**config.mk**
```make
export PLATFORM = sky130hd
export DESIGN_NAME = mprj_io_cfg_sequencer
export DESIGN_NICKNAME = d
export VERILOG_FILES = /design/src/rtl/mprj_io_cfg_pkg.sv /design/src/rtl/mprj_io_serial_clkgen.sv /design/src/rtl/mprj_io_cfg_sequencer.sv
export SDC_FILE = /design/constraint.sdc
export NUM_CORES = 1
export LEC_CHECK = 0
export BUFFER_PORTS_ARGS = -buffer_cell sky130_fd_sc_hd__buf_4
export CORE_ASPECT_RATIO = 1.75
export CORE_MARGIN = 10
export CORE_UTILIZATION = 45
export CTS_BUF_LIST = sky130_fd_sc_hd__clkbuf_4
export CTS_CLUSTER_DIAMETER = 60
export DETAILED_ROUTE_END_ITERATION = 8
export PLACE_DENSITY = 0.69
export SLEW_MARGIN = 20
export SYNTH_ARGS = -nofsm -noshare
export SYNTH_HDL_FRONTEND = slang
export SYNTH_HIERARCHICAL = 1
export SYNTH_SLANG_ARGS = --single-unit
```
**constraint.sdc**
```tcl
create_clock -name clock -period 2.8 [get_ports clock]
set_input_delay 0 -clock clock [delete_from_list [all_inputs] [get_ports clock]]
set_output_delay 0 -clock clock [all_outputs]
set_load 0.02 [all_outputs]
```
**src/rtl/mprj_io_cfg_pkg.sv**
```systemverilog
`default_nettype none
// ============================================================================
// Module : mprj_io_cfg_pkg
// Brief  : Shared state encoding and width helpers for the GPIO pad
//          configuration sequencer.
// Rev    : 1.0  initial release
// ============================================================================
package mprj_io_cfg_pkg;

    localparam int unsigned c_state_w = 2;

    typedef logic [c_state_w-1:0] state_t;

    localparam state_t c_st_idle  = 2'd0;
    localparam state_t c_st_shift = 2'd1;
    localparam state_t c_st_load  = 2'd2;
    localparam state_t c_st_done  = 2'd3;

    // A single-pad chain still needs a one-bit address port.
    function automatic int unsigned addr_width(input int unsigned n);
        return (n < 2) ? 1 : $clog2(n);
    endfunction

    function automatic int unsigned cnt_width(input int unsigned max_val);
        return $clog2(max_val + 1);
    endfunction

    function automatic int unsigned total_bits(input int unsigned pads,
                                               input int unsigned bits);
        return pads * bits;
    endfunction

endpackage
`default_nettype wire

```
**src/rtl/mprj_io_serial_clkgen.sv**
```systemverilog
`default_nettype none
// ============================================================================
// Module : mprj_io_serial_clkgen
// Brief  : Divided serial shift clock: low for CLK_DIV cycles, then high for
//          CLK_DIV cycles, with one-cycle rise/fall ticks.
// Rev    : 1.0  initial release
// ============================================================================
module mprj_io_serial_clkgen
    import mprj_io_cfg_pkg::*;
#(
    parameter int unsigned CLK_DIV = 2
)(
    input  logic clk,
    input  logic rst,
    input  logic i_en,
    output logic o_rise_tick,
    output logic o_fall_tick,
    output logic o_serial_clock
);

    localparam int unsigned               c_cnt_w = cnt_width(CLK_DIV);
    localparam logic [c_cnt_w-1:0]        c_last  = c_cnt_w'(CLK_DIV - 1);

    logic [c_cnt_w-1:0] r_cnt;
    logic               r_level;
    logic               w_wrap;

    assign w_wrap = i_en && (r_cnt == c_last);

    // Disabling restarts the phase so every enable begins with a full low half.
    always_ff @(posedge clk) begin
        if (rst || !i_en) begin
            r_cnt   <= '0;
            r_level <= 1'b0;
        end else if (r_cnt == c_last) begin
            r_cnt   <= '0;
            r_level <= ~r_level;
        end else begin
            r_cnt   <= r_cnt + 1'b1;
        end
    end

    assign o_rise_tick    = w_wrap && !r_level;
    assign o_fall_tick    = w_wrap &&  r_level;
    assign o_serial_clock = r_level;

endmodule
`default_nettype wire

```
**src/rtl/mprj_io_cfg_sequencer.sv**
```systemverilog
`default_nettype none
// ============================================================================
// Module : mprj_io_cfg_sequencer
// Brief  : Shadow config words per pad, shifted MSB-first down the pad
//          daisy chain (highest pad first), followed by a common load strobe.
// Rev    : 1.0  initial release
// ============================================================================
module mprj_io_cfg_sequencer
    import mprj_io_cfg_pkg::*;
#(
    parameter int unsigned          NUM_PADS    = 38,
    parameter int unsigned          CFG_BITS    = 13,
    parameter int unsigned          CLK_DIV     = 2,
    parameter logic [CFG_BITS-1:0]  DEFAULT_CFG = 13'h1803,
    parameter bit                   AUTO_LOAD   = 1'b1
)(
    input  logic                              clock,
    input  logic                              reset,
    input  logic [addr_width(NUM_PADS)-1:0]   cfg_addr,
    input  logic [CFG_BITS-1:0]               cfg_wdata,
    input  logic                              cfg_we,
    output logic [CFG_BITS-1:0]               cfg_rdata,
    output logic                              cfg_wr_err,
    input  logic                              xfer_start,
    output logic                              xfer_busy,
    output logic                              xfer_done,
    output logic                              serial_clock,
    output logic                              serial_data,
    output logic                              serial_load,
    output logic                              serial_resetn
);

    localparam int unsigned c_addr_w = addr_width(NUM_PADS);
    localparam int unsigned c_total  = total_bits(NUM_PADS, CFG_BITS);
    localparam int unsigned c_bcnt_w = cnt_width(c_total);
    localparam int unsigned c_flat_w = 1 << c_bcnt_w;
    localparam int unsigned c_dcnt_w = cnt_width(CLK_DIV);

    localparam logic [c_bcnt_w-1:0] c_last_bit  = c_bcnt_w'(c_total - 1);
    localparam logic [c_dcnt_w-1:0] c_load_last = c_dcnt_w'(CLK_DIV - 1);
    localparam logic [c_addr_w:0]   c_num_pads  = (c_addr_w + 1)'(NUM_PADS);

    logic [CFG_BITS-1:0] r_shadow [NUM_PADS];
    state_t              r_state;
    logic [c_bcnt_w-1:0] r_bit_cnt;
    logic [c_dcnt_w-1:0] r_load_cnt;
    logic                r_last_bit;
    logic                r_auto_pend;
    logic                r_wr_err;
    logic                r_serial_resetn;

    logic                w_addr_ok;
    logic                w_wr_ok;
    logic                w_shift_en;
    logic                w_rise_tick;
    logic                w_fall_tick;
    logic                w_serial_clock;
    logic [c_flat_w-1:0] w_flat;

    assign w_addr_ok  = ({1'b0, cfg_addr} < c_num_pads);
    assign w_wr_ok    = (r_state == c_st_idle) && w_addr_ok;
    assign w_shift_en = (r_state == c_st_shift);

    // Pad 0 occupies the low bits, so the chain order is a countdown from the top.
    for (genvar p = 0; p < NUM_PADS; p++) begin : g_flat
        assign w_flat[p*CFG_BITS +: CFG_BITS] = r_shadow[p];
    end
    assign w_flat[c_flat_w-1:c_total] = '0;

    mprj_io_serial_clkgen #(
        .CLK_DIV        (CLK_DIV)
    ) u_clkgen (
        .clk            (clock),
        .rst            (reset),
        .i_en           (w_shift_en),
        .o_rise_tick    (w_rise_tick),
        .o_fall_tick    (w_fall_tick),
        .o_serial_clock (w_serial_clock)
    );

    always_ff @(posedge clock) begin
        if (reset) begin
            for (int i = 0; i < NUM_PADS; i++) begin
                r_shadow[i] <= DEFAULT_CFG;
            end
            r_state     <= c_st_idle;
            r_bit_cnt   <= '0;
            r_load_cnt  <= '0;
            r_last_bit  <= 1'b0;
            r_auto_pend <= AUTO_LOAD;
            r_wr_err    <= 1'b0;
        end else begin
            r_auto_pend <= 1'b0;
            r_wr_err    <= cfg_we && !w_wr_ok;
            if (cfg_we && w_wr_ok) begin
                r_shadow[cfg_addr] <= cfg_wdata;
            end

            case (r_state)
                c_st_idle: begin
                    if (xfer_start || r_auto_pend) begin
                        r_state    <= c_st_shift;
                        r_bit_cnt  <= '0;
                        r_last_bit <= 1'b0;
                    end
                end
                c_st_shift: begin
                    // Last-bit compare is captured in the high half, ahead of the fall.
                    if (w_rise_tick) begin
                        r_last_bit <= (r_bit_cnt == c_last_bit);
                    end
                    if (w_fall_tick) begin
                        if (r_last_bit) begin
                            r_state    <= c_st_load;
                            r_load_cnt <= '0;
                        end else begin
                            r_bit_cnt  <= r_bit_cnt + 1'b1;
                        end
                    end
                end
                c_st_load: begin
                    if (r_load_cnt == c_load_last) begin
                        r_state    <= c_st_done;
                    end else begin
                        r_load_cnt <= r_load_cnt + 1'b1;
                    end
                end
                c_st_done: begin
                    r_state <= c_st_idle;
                end
                default: begin
                    r_state <= c_st_idle;
                end
            endcase
        end
    end

    always_ff @(posedge clock) begin
        r_serial_resetn <= ~reset;
    end

    assign cfg_rdata     = w_addr_ok ? r_shadow[cfg_addr] : '0;
    assign cfg_wr_err    = r_wr_err;
    assign xfer_busy     = (r_state == c_st_shift) || (r_state == c_st_load);
    assign xfer_done     = (r_state == c_st_done);
    assign serial_clock  = w_serial_clock;
    // Shadow is frozen outside IDLE, so this only moves when the bit counter does.
    assign serial_data   = w_shift_en && w_flat[c_last_bit - r_bit_cnt];
    assign serial_load   = (r_state == c_st_load);
    assign serial_resetn = r_serial_resetn;

endmodule
`default_nettype wire

```
==> metrics.md <==
| Metric | Value |
|---|---|
| Synthesized flop and latch total | `~840` |
| Post-synthesis average cell area | `~14 sq um` |
| Core area | `85,300 sq um` |
| All-Layer GR Usage | `between 20% and 30%` |
| Die W | `241 um` |
| VDD IR max | `0.000328 V` |
| R2r endpoint | `r_shadow[7][6]` |
| Power per cell area | `576 nW/um^2` |
| Die area | `a little under 100,000 sq um` |
| Clock Path Buffers | `3` |
| Clock share of power | `between 30% and 40%` |
| Run status | `finished, violations left` |
| CP arrival | `3.92 ns` |
| RSZ-0062 raised after global routing | `true` |
| Antenna violations before repair | `7` |
| Final nets | `3,403` |
| Clock Latency Late Sink | `1.12 ns` |
| Critical Path Start Type | `flip-flop` |
| Max-slew headroom | `a little over a quarter` |
| Vias in the first global route | `29,100` |
| Layout area overhead | `24.1%` |
| Internal power | `20.7 mW` |
| Seq/Total Area, Yosys | `between 60 and 70%` |
| Critical path origin | `r_bit_cnt[1]` |
| Post-synth ARST share | `0%` |
| Remaining Overflow, GRT | `0` |
| Root Buffer | `clkbuf_4` |
| Vias per Instance | `around 6.3` |
| Crit path capture | `serial_data` |
| Layout fillers | `6,942` |
| Critical path peak fanout | `9` |
| Row cnt | `about 140` |
| Worst Skew | `0.0570 ns` |
| WHS Path Cells | `2` |
| Synth top area cells | `edfxtp_1 64%, mux4_2 7.4%, and2_1 5.5%` |
| NetSw | `just under 7 mW` |
| Largest net degree at the start of global routing | `65` |
| Final setup margin | `-1.12 ns` |
| LEAKAGE | `16.6 nW` |
| PortBufs | `42` |
| Synth area leader | `edfxtp_1` |
| # DRC | `0` |
| Dpl ws | `-0.221 ns` |
| Tmin final | `3.92 ns` |
| Initial drt markers | `3,619` |
| CP Capture Type | `primary output` |
| Commonest cells in the netlist | `816 x edfxtp_1, 342 x and2_1, 219 x a22oi_1, 150 x clkbuf_1, 138 x or3_1` |
| Share of post-route cells with drive strength above 1 | `26.9%` |
| R2r worst-path depth | `9` |
| Gpl congestion | `1.07` |
| Final setup fails | `14` |
| Combinational power share | `8.9%` |
| Flop pwr share | `53.1%` |
| DR pass1 iterations | `7` |
| Chip height | `just over 400 um` |
| First-pass GRT wire length | `204,000 um` |
| Ys Warns | `6` |
| Antenna Nets Post-Route | `0` |
| Worst hold path class | `primary input to flip-flop` |
| Yosys top cell area share | `63.5%` |
| Clk sink count | `roughly 840` |
| Switching Fraction | `between 20% and 30%` |
| Max-slew violations | `0` |
| Final WL | `145,000 um` |
| WP data required | `2.80 ns` |
| Via Count | `approximately 29,000` |
| Final hold vios | `0` |
| Actual slew at the worst max-slew pin | `1.10 ns` |
| Num CTS Buffers | `192` |
| Final Cycle Share | `140%` |
| Post-Syn Area | `38,600 sq um` |
| EDFF count, synth | `816` |
| Failing checks | `setup timing` |
| Placed insts | `4,184` |
| Mapped Cells | `2,682` |
| Post-detailed-route wirelength per cell | `31.4 um` |
| Setup TNS | `-5.70 ns` |
| Initial Utilization | `45.2%` |
| Yosys cell types | `66` |
| Reg2reg setup slack | `0.20 ns` |
| CTS tree | `built` |
| Most frequent cell after synthesis | `edfxtp_1` |
| Max Freq | `0.255 GHz` |
| H-tree depth | `4` |
| WS Path Type | `flip-flop to primary output` |
| Most used DFF post-synth | `edfxtp_1` |
| Max cap viols | `0` |
| Critical R2R Launch | `r_state[0]` |
| Fin cells | `4,612` |
| Io pins | `43` |
| Detailed placer's ending HPWL | `98,400 um` |
| Worst-path clk slew | `0.07 ns` |
## cell type report
cell class | count | area, sq um | share of cell area, %
clock buffers | 274 | 2060 | 4.30
inverters | 12 | 45.0 | 0.0941
diodes | 4 | 10.0 | 0.0209
flip-flops and latches | 836 | 24900 | 52.1
repair buffers | 424 | 4280 | 8.94
multi-input cells | 1904 | 14600 | 30.5
well taps | 1080 | 1350 | 2.82
clock inverters | 78 | 599 | 1.25
## timing repair
item                       4_1_cts  5_1_grt
resized for setup              137       45
setup endpoints to repair       14       14
setup buffers                   27       18
gates cloned                     5        0
hold endpoints to repair      1063       60
pin swaps                       61       46
hold buffers                    36        1
## worst max-delay path, stage by stage, from the launching register on
cell and delay, ns:
dfxtp_4 0.37, buf_8 0.15, buf_16 0.16, buf_12 0.12, mux4_2 0.45, mux4_2 0.49, nand2_1 0.08, nand4_1 0.16
buf_4 0.22, a41oi_4 0.19, buf_6 0.16, a221oi_4 0.09, buf_6 0.16
## sequential cells by signal (all words and copies together) (netlist names), 2 cells and up
| name | cells |
|---|---|
| u_clkgen/r_cnt | 2 |
| r_state | 2 |
| r_bit_cnt | 9 |
| r_load_cnt | 2 |
| r_shadow | 816 |
## how the worst min path moves through the flow
stage / from / to / slack (ns)
after detailed placement: reset / r_auto_pend / 0.29
after floorplan: reset / r_auto_pend / 0.03
after CTS: cfg_wdata[1] / r_shadow[39][1] / 0.005
final: cfg_wdata[1] / r_shadow[39][1] / 0.08
after global placement: reset / r_auto_pend / 0.28
after global routing: cfg_wdata[11] / r_shadow[45][11] / 0.05
## power groups by stage
stage	clock, mW	sequential (mW)	combinational (mW)
floorplan	0	14.8	1.10
global placement	0	14.9	2.18
detailed placement	0	14.9	2.20
CTS	10.6	14.6	2.37
global route	11.3	14.7	2.57
finish	10.5	14.6	2.46
## per-layer routing
layer	global-route usage [%]	wire [um]	vias up
met3	6.83	12700	697
met1	30.8	45500	14400
li1	-	-	11900
met5	0	27	-
met4	24.3	14800	4
met2	49.6	72000	2091
## stage by stage
step	util [%]	hold WS (ns)	cell area, sq um	power [mW]
floorplan	-	0.0277	39800	15.9
global placement	50.8	0.282	43300	17.0
detailed placement	50.8	0.286	43300	17.1
CTS	55.6	0.00517	47400	27.6
global route	56.1	0.0465	47800	28.5
finish	56.1	0.0819	47900	27.6
## cells in the final DEF, fill, tap and decap left out, types with 10 or more instances in the layout
cell type      instances
buf_6                 20
nand2_1               95
dlygate4sd3_1         36
nor4_4                11
dfxtp_1               16
a31oi_1               77
nor2_1                83
nand3_1               30
nor3_1                11
a31oi_4               10
mux4_2               127
bufinv_16             11
clkbuf_4             274
o21ai_1               38
buf_12                60
conb_1               322
edfxtp_1             816
a31oi_2               10
a22oi_1              219
clkinv_2              11
and2_1               342
a221oi_2              32
a22o_1                93
nand4_1               23
inv_1                 10
mux2i_1               16
a221oi_1              60
nand2b_1              22
a21oi_1               13
buf_4                298
or3_1                138
clkinv_1              51
## cells by family (layout without fill, tap and decap cells)
family	count (synthesis)	in the layout	synth area share, %
multiplexers	143	143	7.84
AO/OA/AOI/OAI	602	602	11.8
buffers and inverters	263	788	3.11
adder cells (fa/ha/maj)	10	10	0.324
XOR/XNOR	17	17	0.513
AND/OR/NAND/NOR	810	810	11.9
flip-flops	836	836	64.6
other	1	326	0.00972
Power figures use the tool's default switching activity.
